--- src/rtl/jam_perm_sched.sv ---
// jam_perm_sched: walks every worker->job permutation in lexicographic order,
// hands each one to the cost block (start/done handshake) and, after the
// strictly descending final permutation, captures the cost block's minimum
// cost and match count and pulses Valid. One run per reset.
// Optional feature macro: PERM_COUNT_EN adds the 16-bit perm_count port that
// counts start pulses issued in the current run (saturating).
module jam_perm_sched #(
  parameter int NUM     = 8,
  parameter int COST_W  = 10,
  parameter int MATCH_W = 4
) (
  input  logic               CLK,
  input  logic               RST,
  input  logic               go,
  input  logic               cal_done,
  input  logic [COST_W-1:0]  cal_min,
  input  logic [MATCH_W-1:0] cal_match,
  output logic               cal_start,
  output logic [3*NUM-1:0]   arrange_flat,
  output logic               busy,
  output logic               Valid,
  output logic [COST_W-1:0]  MinCost,
  output logic [MATCH_W-1:0] MatchCount
`ifdef PERM_COUNT_EN
  ,
  output logic [15:0]        perm_count
`endif
);

  typedef enum logic [2:0] {
    S_IDLE, S_ISSUE, S_ACK, S_BUSYW, S_PIVOT, S_PERM, S_CAPT, S_FIN
  } state_t;

  state_t state, state_next;

  // Index width is fixed at 3 bits, so the lane array always has 8 entries;
  // only lanes 0..NUM-1 take part in the permutation and reach the port.
  logic [2:0] arr      [8];
  logic [2:0] arr_next [8];
  logic [2:0] swapped  [8];
  logic [2:0] pivot;
  logic [2:0] piv_idx;
  logic       piv_found;
  logic [2:0] succ_idx;

  // Pivot search: largest k with a[k] < a[k+1]; none means last permutation.
  always_comb begin
    piv_found = 1'b0;
    piv_idx   = 3'd0;
    for (int k = 0; k < NUM - 1; k++) begin
      if (arr[k] < arr[k+1]) begin
        piv_found = 1'b1;
        piv_idx   = 3'(k);
      end
    end
  end

  // Successor step: swap a[p] with the rightmost larger element, then reverse the tail.
  always_comb begin
    succ_idx = pivot;
    for (int k = 0; k < NUM; k++) begin
      if ((k > int'(pivot)) && (arr[k] > arr[pivot])) begin
        succ_idx = 3'(k);
      end
    end
    for (int i = 0; i < 8; i++) begin
      swapped[i] = arr[i];
    end
    swapped[pivot]    = arr[succ_idx];
    swapped[succ_idx] = arr[pivot];
    for (int i = 0; i < 8; i++) begin
      arr_next[i] = swapped[i];
      if ((i < NUM) && (i > int'(pivot))) begin
        arr_next[i] = swapped[3'(NUM + int'(pivot) - i)];
      end
    end
  end

  // State register.
  always_ff @(posedge CLK or posedge RST) begin
    if (RST) begin
      state <= S_IDLE;
    end else begin
      state <= state_next;
    end
  end

  // Next-state and handshake outputs.
  always_comb begin
    state_next = state;
    cal_start  = 1'b0;
    busy       = 1'b0;
    case (state)
      S_IDLE: begin
        if (go) state_next = S_ISSUE;
      end
      S_ISSUE: begin
        cal_start  = 1'b1;
        busy       = 1'b1;
        state_next = S_ACK;
      end
      S_ACK: begin
        busy = 1'b1;
        if (!cal_done) state_next = S_BUSYW;
      end
      S_BUSYW: begin
        busy = 1'b1;
        if (cal_done) state_next = S_PIVOT;
      end
      S_PIVOT: begin
        busy       = 1'b1;
        state_next = piv_found ? S_PERM : S_CAPT;
      end
      S_PERM: begin
        busy       = 1'b1;
        state_next = S_ISSUE;
      end
      S_CAPT: begin
        busy       = 1'b1;
        state_next = S_FIN;
      end
      S_FIN: begin
        state_next = S_FIN;
      end
      default: begin
        state_next = S_IDLE;
      end
    endcase
  end

  // Permutation lanes, pivot register, result capture and the Valid pulse.
  always_ff @(posedge CLK or posedge RST) begin
    if (RST) begin
      for (int k = 0; k < 8; k++) begin
        arr[k] <= 3'(k);
      end
      pivot      <= 3'd0;
      Valid      <= 1'b0;
      MinCost    <= '0;
      MatchCount <= '0;
    end else begin
      Valid <= (state == S_CAPT);
      if (state == S_PIVOT) begin
        pivot <= piv_idx;
      end
      if (state == S_PERM) begin
        for (int k = 0; k < 8; k++) begin
          arr[k] <= arr_next[k];
        end
      end
      if (state == S_CAPT) begin
        MinCost    <= cal_min;
        MatchCount <= cal_match;
      end
    end
  end

  generate
    for (genvar gi = 0; gi < NUM; gi++) begin : g_lane
      assign arrange_flat[3*gi +: 3] = arr[gi];
    end
  endgenerate

`ifdef PERM_COUNT_EN
  // Start-pulse counter: cleared when a run is accepted, saturates at all-ones.
  always_ff @(posedge CLK or posedge RST) begin
    if (RST) begin
      perm_count <= 16'd0;
    end else if ((state == S_IDLE) && go) begin
      perm_count <= 16'd0;
    end else if (cal_start && (perm_count != 16'hFFFF)) begin
      perm_count <= perm_count + 16'd1;
    end
  end
`endif

endmodule

--- config.mk ---
export PLATFORM = sky130hd
export DESIGN_NAME = jam_perm_sched
export DESIGN_NICKNAME = d
export VERILOG_FILES = /design/src/rtl/jam_perm_sched.sv
export SDC_FILE = /design/constraint.sdc
export NUM_CORES = 1
export LEC_CHECK = 0
export BUFFER_PORTS_ARGS = -buffer_cell sky130_fd_sc_hd__buf_2
export CAP_MARGIN = 20
export CORE_MARGIN = 8
export CORE_UTILIZATION = 45
export DETAILED_ROUTE_END_ITERATION = 16
export HOLD_SLACK_MARGIN = 0.12
export PLACE_DENSITY_LB_ADDON = 0.15
export SYNTH_ARGS = -nofsm -noshare
export SYNTH_HDL_FRONTEND = slang
export SYNTH_SLANG_ARGS = --single-unit
--- constraint.sdc ---
create_clock -name CLK -period 12.52 [get_ports CLK]
set_clock_uncertainty 0.1 [all_clocks]
set_input_delay 3.13 -clock CLK [delete_from_list [all_inputs] [get_ports CLK]]
set_output_delay 3.13 -clock CLK [all_outputs]
set_load 0.05 [all_outputs]
# Word-level counts from Yosys, hierarchy flattened
# Cells that the tools add are included.
[op_classes] n_addsub=8 magnitude_cmp=32 eq_ne=10 mux=67 bitwise=9 reduce_logical=13
[ops] op="2-to-1 mux 3 bit" n=40
[ops] op="binary-select mux 3 bit (select 3 bit)" n=9
[ops] op="bitwise mux 24 bit" n=2
[ops] op=">= comparator 3 x 4 -> 1 bit (second input constant)" n=7
[ops] op="> comparator 3 bit" n=7
[ops] op="< comparator 3 bit" n=7
[ops] op="inverter 3 bit" n=7
[ops] op="one-hot mux 3 bit (7 select lines)" n=1
[ops] op="demux 3 bit (select 3 bit)" n=2
[ops] op="subtractor 3 bit (second input constant)" n=5
[ops] op="== test 3 bit (second input constant)" n=4
[ops] op="> comparator 3 bit (first input constant)" n=4
[ops] op="2-to-1 mux 1 bit" n=10
[ops] op="logical AND 1 bit" n=9
[ops] op=">= comparator 4 bit (second input constant)" n=2
[ops] op="< comparator 4 x 1 -> 1 bit (second input constant)" n=2
[ops] op="inverter 3 -> 4 bit" n=2
[ops] op="== test 3 x 2 -> 1 bit (second input constant)" n=2
[ops] op="> comparator 2 x 3 -> 1 bit (first input constant)" n=2
[ops] op="2-to-1 mux 2 bit" n=3
[ops] op="inequality test 2 bit (second input constant)" n=3
[ops] op="OR reduction 6 bit" n=1
[ops] op="subtractor 3 x 2 -> 3 bit (second input constant)" n=2
[ops] op="adder 1 x 3 -> 3 bit (first input constant)" n=1
[ops] op="5 further kinds" n=5
[totals] regBits=45 word_cells=152

# Longest topological paths before layout
# Gate-level depths: netlist of run 1.
[logic_depth] word_depth=23 mapped_depth=20

# Worst setup path before layout of run 1
# No wires, ideal clock.
[synth_path] path_type="register to register" start="reg pivot[1]" end="reg arr, in the netlist arrange_flat[12]" setup_time_ns=0.133 arrival_time_ns=4.645 required_time_ns=12.287 setup_slack_ns=7.642 stages_incl_launch_ff=19 n_path_buf=4 synth_period_minus_slack_ns=4.878 path_cell_list="dfrtp_1 > clkbuf_1 > clkbuf_1 > mux4_2 > mux2i_1 > ha_1 > nor2b_1 > or3_1 > a22oi_2 > a22oi_1 > and2_1 > buf_2 > a222oi_1 > a31oi_1 > buf_4 > a31oi_4 > a21oi_1 > a2111oi_2 > a21oi_1"
[synth_via] elab_chain_len=23 elab_cells_between_ends=55
[synth_rtl] element="start, declared" line_no="41" text="logic [2:0] pivot;"
[synth_rtl] element="start signal, assigned" line_no="144" text="pivot <= piv_idx;"
[synth_rtl] element="inverter 3 -> 4 bit (not written as such)" line_no="62, 69, 70"
[synth_rtl] element="binary-select mux 3 bit (select 3 bit)" line_no="62, 70"
[synth_rtl] element="2-to-1 mux 3 bit (not written as such) (2 in series)" line_no="62, 70"
[synth_rtl] element="> comparator 3 bit" line_no="62" text="if ((k > int'(pivot)) && (arr[k] > arr[pivot])) begin"
[synth_rtl] element="logical AND 1 bit" line_no="62"
[synth_rtl] element="2-to-1 mux 3 bit (7 in series)" line_no="62"
[synth_rtl] element="inverter 3 -> 4 bit (not written as such)" line_no="69, 70"
[synth_rtl] element=">= comparator 4 bit (not written as such) (tied with other cells)" line_no="70" text="swapped[succ_idx] = arr[pivot];"
[synth_rtl] element="logical AND 1 bit (not written as such) or 2-to-1 mux 3 bit (tied branches)" line_no="70, 69"
[synth_rtl] element="2-to-1 mux 3 bit, on equally long branches" line_no="70, 69"
[synth_rtl] element="demux 3 bit (select 3 bit) or bitwise mux 24 bit (tied branches)" line_no="70, 69"
[synth_rtl] element="bitwise mux 24 bit" line_no="70"
[synth_rtl] element="binary-select mux 3 bit (select 3 bit)" line_no="74" text="arr_next[i] = swapped[3'(NUM + int'(pivot) - i)];"
[synth_rtl] element="2-to-1 mux 3 bit (not written as such) (2 in series)" line_no="74"
[synth_rtl] element="2-to-1 mux 3 bit *" line_no="73" text="if ((i < NUM) && (i > int'(pivot))) begin"
[synth_rtl] element="end signal, assigned by index" line_no="135" text="arr[k] <= 3'(k);"
[synth_rtl] element="end signal, assigned by index" line_no="148" text="arr[k] <= arr_next[k];"
[synth_rtl] element="end, declared" line_no="38" text="logic [2:0] arr [8];"
# Every way passes the cells marked *; elsewhere a longest branch is shown, timed or not. The select of a mux whose other input is x is not followed.
# A chain may end at the register's enable or synchronous reset.

# Worst setup path after layout of run 1
[layout_path] start="reg pivot[2]" end="reg arr, in the netlist arrange_flat[12]"
# The elaborated chain is that of the path after synthesis.

==> results.toml, run 1 <==
[worst_setup_path]
crit_buf_inv = 3
critPathKind = "flop to flop"
crit_required_ns = 12.60
path_delay_family = "simple AND/OR/NAND/NOR gates"
crit_top_cell = "nand2_1"
crit_path_cell_trace = "clkinv_1 -> nand2_1 -> nand2_1 -> inv_1 -> ha_1 -> and3_1 -> or4_1 -> a2bb2oi_4 -> nand2_2 -> nor4b_1 -> a31oi_1 -> buf_4 -> o22ai_1 -> mux2i_1 -> o221ai_1 -> a21oi_1"
path_max_fanout = 23
crit_cells = 16
critPathSlowestCell = "dfrtp_1"
r2r_cells = 16
crit_arrival_ns = 6.44
cp_slowest_stage_delay_ns = 0.86
cp-end-kind = "flop"
cp-start-kind = "flop"

[routing]
drt-pass1-iter-count = 5
vias_per_cell = 6.986
wl_per_cell_microns = 27.03
vias = 6099
antenna_left = 0
drc_errors = 0
finalWirelength_microns = 23600
drt_iter0_markers = 713

[floorplan]
dieArea_sq_um = 16070
start_util = 0.4598
die_x_microns = 126.8
fp.dieH_microns = 126.8
rows = 40
core_area_sq_um = 12010
num_io_pins = 59

[cts]
cts_sinks = 45
tritoncts = "built"
cts_buffers = 5
cts_root_buf = "clkbuf_16"
ctsLongestPathBuffers = 2
path_clk_slew_ns = 0.07
worstSkewPairLatency_ns = 0.31
postCtsSetupBuffers = 0
htreeDepth = 2
post_cts_resized = 0
ctsHoldBuffers = 0

[global_route]
grt_pass1_vias = 5828
grt_pass1_wl_microns = 34960
track_usage = 0.2846
grt-ovfl-total = 0
grt_start_max_net_pins = 52
antenna_found_initial = 0

[place]
port_buffers = 58
pre_cts_ws_ns = 6.153
place.gp.congestion = 1.000
hpwl_microns = 17430

[synthesis]
ys_warn_count = 0
synth_area_leaders = "dfrtp_1, ha_1, nand2_1, dfstp_2, mux4_2"
yosys_most_used_dff = "dfrtp_1"
async_reset_ff_frac = 1.000
synth_nets = 754
ys_seq_elements = 45
synth_cell_types = 92
netlist_area_sq_um = 5523
synth_commonest_cells = "nand2_1, nor2_1, ha_1, a21oi_1, inv_1"
synth_area_per_cell_sq_um = 7.981
synth_cells = 692
synth_top_area_cell = "dfrtp_1"
yosysMostFrequentCell = "nand2_1"
synth_edf_count = 0
yosysSeqAreaShare = 0.2066
synth_top_area_share = 0.1495

[timing]
worst_pin_slew_ns = 0.9995
hold_viol_final = 0
finalCriticalPeriod_ns = 6.359
rsz0062_at_grt = "false"
fin_tns_setup_ns = 0
finalMaxSlewViolations = 0
relSlewSlack = 0.3336
fin_ws_ns = 6.161
fmax_mhz = 157.3
fin_crit_sh = 0.5079
final-setup-viol-count = 0

[finish]
finalNetCount = 787
syn_to_final_growth_pct = 9.175
diodes = 0
drive_gt1_frac = 0.1901
fillerInstances = 1215

[flow_run]
maxCapViolCount = 0

[worst_hold_path]
whs_path_depth = 2
worst_hold_path_type = "flop to flop"

[status]
status = "finished clean"
## cells by family after synthesis
| kind of cell | after synthesis | synth area share |
|---|---|---|
| AO/OA/AOI/OAI | 223 | 0.2952 |
| XOR/XNOR | 3 | 0.004758 |
| adder cells (fa/ha/maj) | 44 | 0.09968 |
| buffers and inverters | 78 | 0.06162 |
| flip-flops | 45 | 0.2066 |
| multiplexers | 40 | 0.1067 |
| AND/OR/NAND/NOR | 259 | 0.2254 |
## registers in the layout, summed over array words and instances (netlist names), named ones only
signal and flops:
pivot 3, MatchCount 4, MinCost 10, Valid 1, state 2, arrange_flat 24
## area by class of cell
class / instances / area [sq um] / area share
clock inverters: 3 / 28.78 / 0.004773
flip-flops and latches: 45 / 1141 / 0.1893
repair buffers: 67 / 370.4 / 0.06142
well taps: 147 / 183.9 / 0.03050
inverters: 37 / 138.9 / 0.02303
clock buffers: 5 / 125.1 / 0.02075
multi-input cells: 569 / 4041 / 0.6703
## per-stage QoR
stage | instances | hold slack [ns] | utilization | cell area [sq um]
finish | 873 | 0.3698 | 0.5020 | 6030
global route | 873 | 0.3898 | 0.5020 | 6030
CTS | 871 | 0.3768 | 0.4997 | 6002
detailed placement | 863 | 0.3577 | 0.4869 | 5848
global placement | 863 | 0.3534 | 0.4869 | 5848
floorplan | 692 | 0.4768 | - | 5523
## cells in the final DEF, fill, tap and decap left out, types with 4 or more instances in the layout
master,instances
mux2i_1,18
or3_1,6
a31oi_1,15
mux4_2,14
a22oi_1,10
dfrtp_1,33
nor3_1,12
and2_1,10
clkbuf_16,5
buf_2,58
inv_1,33
a211oi_1,7
o221ai_1,4
o21ai_0,30
o21ai_1,7
nor2_1,48
a21o_1,4
mux2_2,7
o22ai_1,11
o21a_1,7
a21oi_1,41
dfstp_2,12
o211ai_1,16
nand2b_1,10
a221oi_1,5
nand2_1,105
nor2b_1,8
nand3_1,21
a21boi_0,8
buf_4,8
o211a_1,5
and3_1,8
ha_1,44
or4_1,4
## worst paths after layout
path,start,end,slack (ns)
worst max-delay path,pivot[2],arrange_flat[12],6.16
worst min-delay path,MinCost[2],MinCost[2],0.37
worst max register to register,pivot[2],arrange_flat[12],6.16
worst min register to register,MinCost[2],MinCost[2],0.37
max in group asynchronous,RST,arrange_flat[10],9.19
min in group asynchronous,RST,arrange_flat[15],2.80
## worst register-to-register path: stages, from the launching register on
cell and delay (ns):
dfrtp_1 0.86, clkinv_1 0.53, nand2_1 0.18, nand2_1 0.29, inv_1 0.43, ha_1 0.32
and3_1 0.22, or4_1 0.62, a2bb2oi_4 0.28, nand2_2 0.37, nor4b_1 0.54, a31oi_1 0.29
buf_4 0.32, o22ai_1 0.38, mux2i_1 0.13, o221ai_1 0.27, a21oi_1 0.12
## layer usage
| layer | track usage | part of all wire | vias to the layer above |
|---|---|---|---|
| li1 | - | - | 2662 |
| met1 | 0.3708 | 0.40 | 2913 |
| met2 | 0.4173 | 0.43 | 422 |
| met3 | 0.06703 | 0.11 | 102 |
| met4 | 0.1749 | 0.062 | 0 |
| met5 | 0 | 0 | - |
Power of run 1 is not shown: default switching activity piles up to over one toggle a cycle in this logic, so the estimate is an artifact.
==> inputs of run 2 (changes only) <==
==> constraint.sdc (replaced) <==
create_clock -name CLK -period 6.2 [get_ports CLK]
set_clock_uncertainty 0.1 [all_clocks]
set_input_delay 1.55 -clock CLK [delete_from_list [all_inputs] [get_ports CLK]]
set_output_delay 1.55 -clock CLK [all_outputs]
set_load 0.05 [all_outputs]
==> run 2 against run 1 <==
Against the previous run:
- sequential share of layout area fell by 0.64 points
- utilization up 1.8 points
- via count is 0.98% higher
- maximum frequency is 12% higher
- register-to-register slack got worse by 5.7 ns
- flip-flop and latch count unchanged
- die area did not move
==> results.toml, run 2 (same netlist as run 1, synthesis figures left out) <==
[worst_setup_path]
crit_buf_inv = 0
cp-end-kind = "flop"
r2r_start = "pivot[0]"
critPathKind = "flop to flop"
crit_path_cell_trace = "mux4_2 -> mux2i_1 -> ha_1 -> and3_1 -> or4_1 -> a2bb2oi_4 -> and2_1 -> nor2_2 -> o21a_1 -> mux4_2 -> mux2_2 -> o21ai_1 -> o22ai_1"
r2r_slack_ns = 0.50
cp-start-kind = "flop"
cp_slowest_stage_delay_ns = 0.73
crit_required_ns = 6.31
path_max_fanout = 16
r2r_cells = 13
crit_arrival_ns = 5.82
path_delay_family = "multiplexers"
crit_top_cell = "mux4_2"
critPathSlowestCell = "dfrtp_1"
r2r-end = "arrange_flat[21]"

[finish]
final_common_cell = "nand2_1"
largest_register_ffs = 24
final_util = 0.5195
final_cell_mix = "nand2_1, buf_2, nor2_1"
finalNetCount = 809
syn_to_final_growth_pct = 12.98
drive_gt1_frac = 0.2139

[cts]
worstSkewPairLatency_ns = 0.30
cts_root_buf = "clkbuf_16"
ctsLongestPathBuffers = 2
htreeDepth = 2
cts_sinks = 45
postCtsSetupBuffers = 0
cts_buffers = 5
ctsHoldBuffers = 0
tritoncts = "built"
post_cts_resized = 0
path_clk_slew_ns = 0.07

[worst_hold_path]
hold_start = "MinCost[2]"
whs_path_depth = 2
hold_end = "MinCost[2]"
worst_hold_path_type = "flop to flop"

[floorplan]
die_x_microns = 126.8
dieArea_sq_um = 16070
rows = 40
start_util = 0.4598
num_io_pins = 59
core_area_sq_um = 12010
fp.dieH_microns = 126.8

[timing]
worst_pin_slew_ns = 0.9064
fin_crit_sh = 0.9196
finalCriticalPeriod_ns = 5.702
fin_ws_ns = 0.4983
fin_tns_setup_ns = 0
finalMaxSlewViolations = 0
final-setup-viol-count = 0
fmax_mhz = 175.4
relSlewSlack = 0.3914
rsz0062_at_grt = "false"
hold_viol_final = 0

[global_route]
grt_pass1_wl_microns = 35870
antenna_found_initial = 1
grt-ovfl-total = 0
grt_start_max_net_pins = 46
grt_pass1_vias = 5764
track_usage = 0.2934

[place]
pre_cts_ws_ns = 0.6488
port_buffers = 58
hpwl_microns = 18230
place.gp.congestion = 1.025

[routing]
drt-pass1-iter-count = 6
drc_errors = 0
drt_iter0_markers = 736
wl_per_cell_microns = 26.66
finalWirelength_microns = 23910
vias = 6159
antenna_left = 0
vias_per_cell = 6.866

[flow_run]
maxCapViolCount = 0

[status]
status = "finished clean"
run 2: cell type report:
| type | count | area [sq um] |
|---|---|---|
| Antenna cell | 2 | 5.005 |
| Clock buffer | 5 | 125.1 |
| Clock inverter | 3 | 68.82 |
| Fill cell | 1183 | 5772 |
| Inverter | 37 | 138.9 |
| Multi-Input combinational cell | 569 | 4041 |
| Sequential cell | 45 | 1141 |
| Tap cell | 147 | 183.9 |
| Timing Repair Buffer | 89 | 535.5 |
run 2: per-layer routing:
layer	up-vias	global-route usage	part of all wire
li1	2723	-	-
met1	2930	0.3854	0.40
met2	420	0.4362	0.43
met3	86	0.08253	0.12
met4	0	0.1365	0.047
met5	-	0	0
run 2: stage by stage:
| stage | cells | hold WS [ns] | instance area, sq um |
|---|---|---|---|
| CTS | 894 | 0.3754 | 6215 |
| global route | 895 | 0.4040 | 6235 |
| detailed placement | 886 | 0.3579 | 6021 |
| floorplan | 692 | 0.4768 | 5523 |
| global placement | 886 | 0.3528 | 6021 |
| finish | 897 | 0.3704 | 6240 |
run 2: worst max-delay path by stage:
stage | end | cells past startpoint | start | slack (ns)
floorplan | arrange_flat[12] | 18 | pivot[1] | 1.32
global placement | arrange_flat[16] | 12 | pivot[0] | 0.69
detailed placement | arrange_flat[21] | 13 | pivot[0] | 0.65
CTS | arrange_flat[21] | 13 | pivot[0] | 0.61
global route | arrange_flat[12] | 14 | pivot[0] | 0.14
finish | arrange_flat[21] | 13 | pivot[0] | 0.50
run 2: worst register-to-register path, stage by stage, from the launching register on:
cell and delay [ns]:
dfrtp_1 0.73, mux4_2 0.59, mux2i_1 0.45, ha_1 0.35, and3_1 0.21, or4_1 0.62
a2bb2oi_4 0.25, and2_1 0.70, nor2_2 0.27, o21a_1 0.26, mux4_2 0.50, mux2_2 0.33
o21ai_1 0.14, o22ai_1 0.11
Power of run 2 is left out for the same reason.
==> inputs of run 3 (changes only) <==
--- a/config.mk
+++ b/config.mk
@@ -7,6 +7,7 @@
 export LEC_CHECK = 0
 export BUFFER_PORTS_ARGS = -buffer_cell sky130_fd_sc_hd__buf_2
 export CAP_MARGIN = 20
+export CORE_ASPECT_RATIO = 1.25
 export CORE_MARGIN = 8
 export CORE_UTILIZATION = 45
 export DETAILED_ROUTE_END_ITERATION = 16
==> run 3 against run 2 <==
Against the previous run:
- utilization shrank 0.69 points
- wire length grew 1.9%
- final cell count grew 1.2%
- maximum frequency shrank 0.93%
- design area shrank 1.0%
- flip-flop and latch count is the same
- register-to-register slack lost 0.05 ns
- first-iteration DRC count shrank 3.8%
- worst setup slack lost 0.054 ns
- global-route usage grew 0.95 points
- worst hold slack gained 0.0010 ns
- non-clock buffer count shrank 4
- critical path type unchanged
- highest routed layer unchanged
==> results.toml, run 3 (same netlist as run 1, synthesis figures left out) <==
[timing]
relSlewSlack = 0.3923
hold_viol_final = 0
fin_crit_sh = 0.9283
finalMaxSlewViolations = 0
fin_tns_setup_ns = 0
rsz0062_at_grt = "false"
worst_pin_slew_ns = 0.9051
fin_ws_ns = 0.4446
final-setup-viol-count = 0
fmax_mhz = 173.8
finalCriticalPeriod_ns = 5.755

[global_route]
track_usage = 0.3030
grt-ovfl-total = 0
met2_usage = 0.4790
gr-max-usage-layer = "met2"
antenna_found_initial = 0
grt_start_max_net_pins = 46
grtUsageMet3 = 0.05368
grt_pass1_wl_microns = 36630
grt_pass1_vias = 5926
use_met1 = 0.3792

[routing]
wl_per_cell_microns = 26.83
drt_iter0_markers = 708
antenna_left = 0
vias_per_cell = 6.742
vias = 6122
drt-pass1-iter-count = 6
drc_errors = 0
finalWirelength_microns = 24360

[status]
status = "finished clean"

[worst_setup_path]
path_max_fanout = 16
crit_required_ns = 6.32
r2r_start = "pivot[1]"
crit_arrival_ns = 5.88
cp_slowest_stage_delay_ns = 0.71
critPathSlowestCell = "and2_1"
crit_path_cell_trace = "mux4_2 -> nand2_1 -> and2_1 -> inv_1 -> ha_1 -> and3_1 -> or4_1 -> a2bb2oi_4 -> and2_1 -> a21oi_1 -> mux2_2 -> a221oi_1 -> nand2_1 -> a21boi_0 -> o31ai_1"
r2r_cells = 15
r2r_slack_ns = 0.44
r2r-end = "arrange_flat[7]"
critPathKind = "flop to flop"
cp-end-kind = "flop"
cp-start-kind = "flop"

[finish]
syn_to_final_growth_pct = 11.83
finalNetCount = 805
final_common_cell = "nand2_1"
diodes = 0
final_cell_mix = "nand2_1, buf_2, nor2_1"
largest_register_ffs = 24
drive_gt1_frac = 0.2083
fillerInstances = 1230

[cts]
cts_buffers = 5
ctsLongestPathBuffers = 2
cts_sinks = 45
cts_root_buf = "clkbuf_16"
worstSkewPairLatency_ns = 0.30
tritoncts = "built"
ctsHoldBuffers = 0
post_cts_resized = 0
postCtsSetupBuffers = 0
htreeDepth = 2
path_clk_slew_ns = 0.07

[floorplan]
dieArea_sq_um = 16100
start_util = 0.4584
rows = 45
core_area_sq_um = 12050
num_io_pins = 59
fp.dieH_microns = 139.9
die_x_microns = 115.1

[place]
hpwl_microns = 18400
pre_cts_ws_ns = 0.6231
place.gp.congestion = 1.031
port_buffers = 58

[worst_hold_path]
hold_end = "MinCost[2]"
worst_hold_path_type = "flop to flop"
whs_path_depth = 2
hold_start = "MinCost[2]"

[flow_run]
maxCapViolCount = 0
run 3: worst max-delay path by stage:
stage             start               end  cells past startpoint
3_3_place_gp   pivot[0]   arrange_flat[7]                     15
5_1_grt        pivot[0]   arrange_flat[7]                     15
4_1_cts        pivot[0]   arrange_flat[7]                     15
3_5_place_dp   pivot[0]   arrange_flat[7]                     15
2_1_floorplan  pivot[1]  arrange_flat[12]                     18
6_report       pivot[1]   arrange_flat[7]                     15
run 3: worst max-delay path: cells and delay by family, from the launching register on:
family,cells,cell delay (ns)
compound gates,5,1.51
mux,2,0.92
simple gates,6,1.90
fa+ha+maj,1,0.35
flops,1,0.66
buf+inv,1,0.21
run 3: final cells by class:
type | count | area [sq um] | share of cell area
multi-input combinational | 569 | 4041 | 0.6544
inverter | 37 | 138.9 | 0.02249
clock inverter | 2 | 15.01 | 0.002431
clock buffer | 6 | 128.9 | 0.02087
timing repair buffer | 85 | 505.5 | 0.08185
tap | 164 | 205.2 | 0.03323
sequential | 45 | 1141 | 0.1848
run 3: per-layer routing:
metal | vias up | wire, microns
li1 | 2696 | -
met1 | 2948 | 9680
met2 | 393 | 11260
met3 | 85 | 2035
met4 | 0 | 1383
met5 | - | 0
run 3: per-stage QoR:
stage | util | cell area, sq um | hold slack [ns] | cells
final | 0.5126 | 6176 | 0.3715 | 908
after global routing | 0.5126 | 6176 | 0.3899 | 908
after CTS | 0.5109 | 6156 | 0.3749 | 907
after detailed placement | 0.4990 | 6012 | 0.3569 | 899
after global placement | 0.4990 | 6012 | 0.3557 | 899
after floorplan | - | 5523 | 0.4768 | 692
Power of run 3 is left out for the same reason.
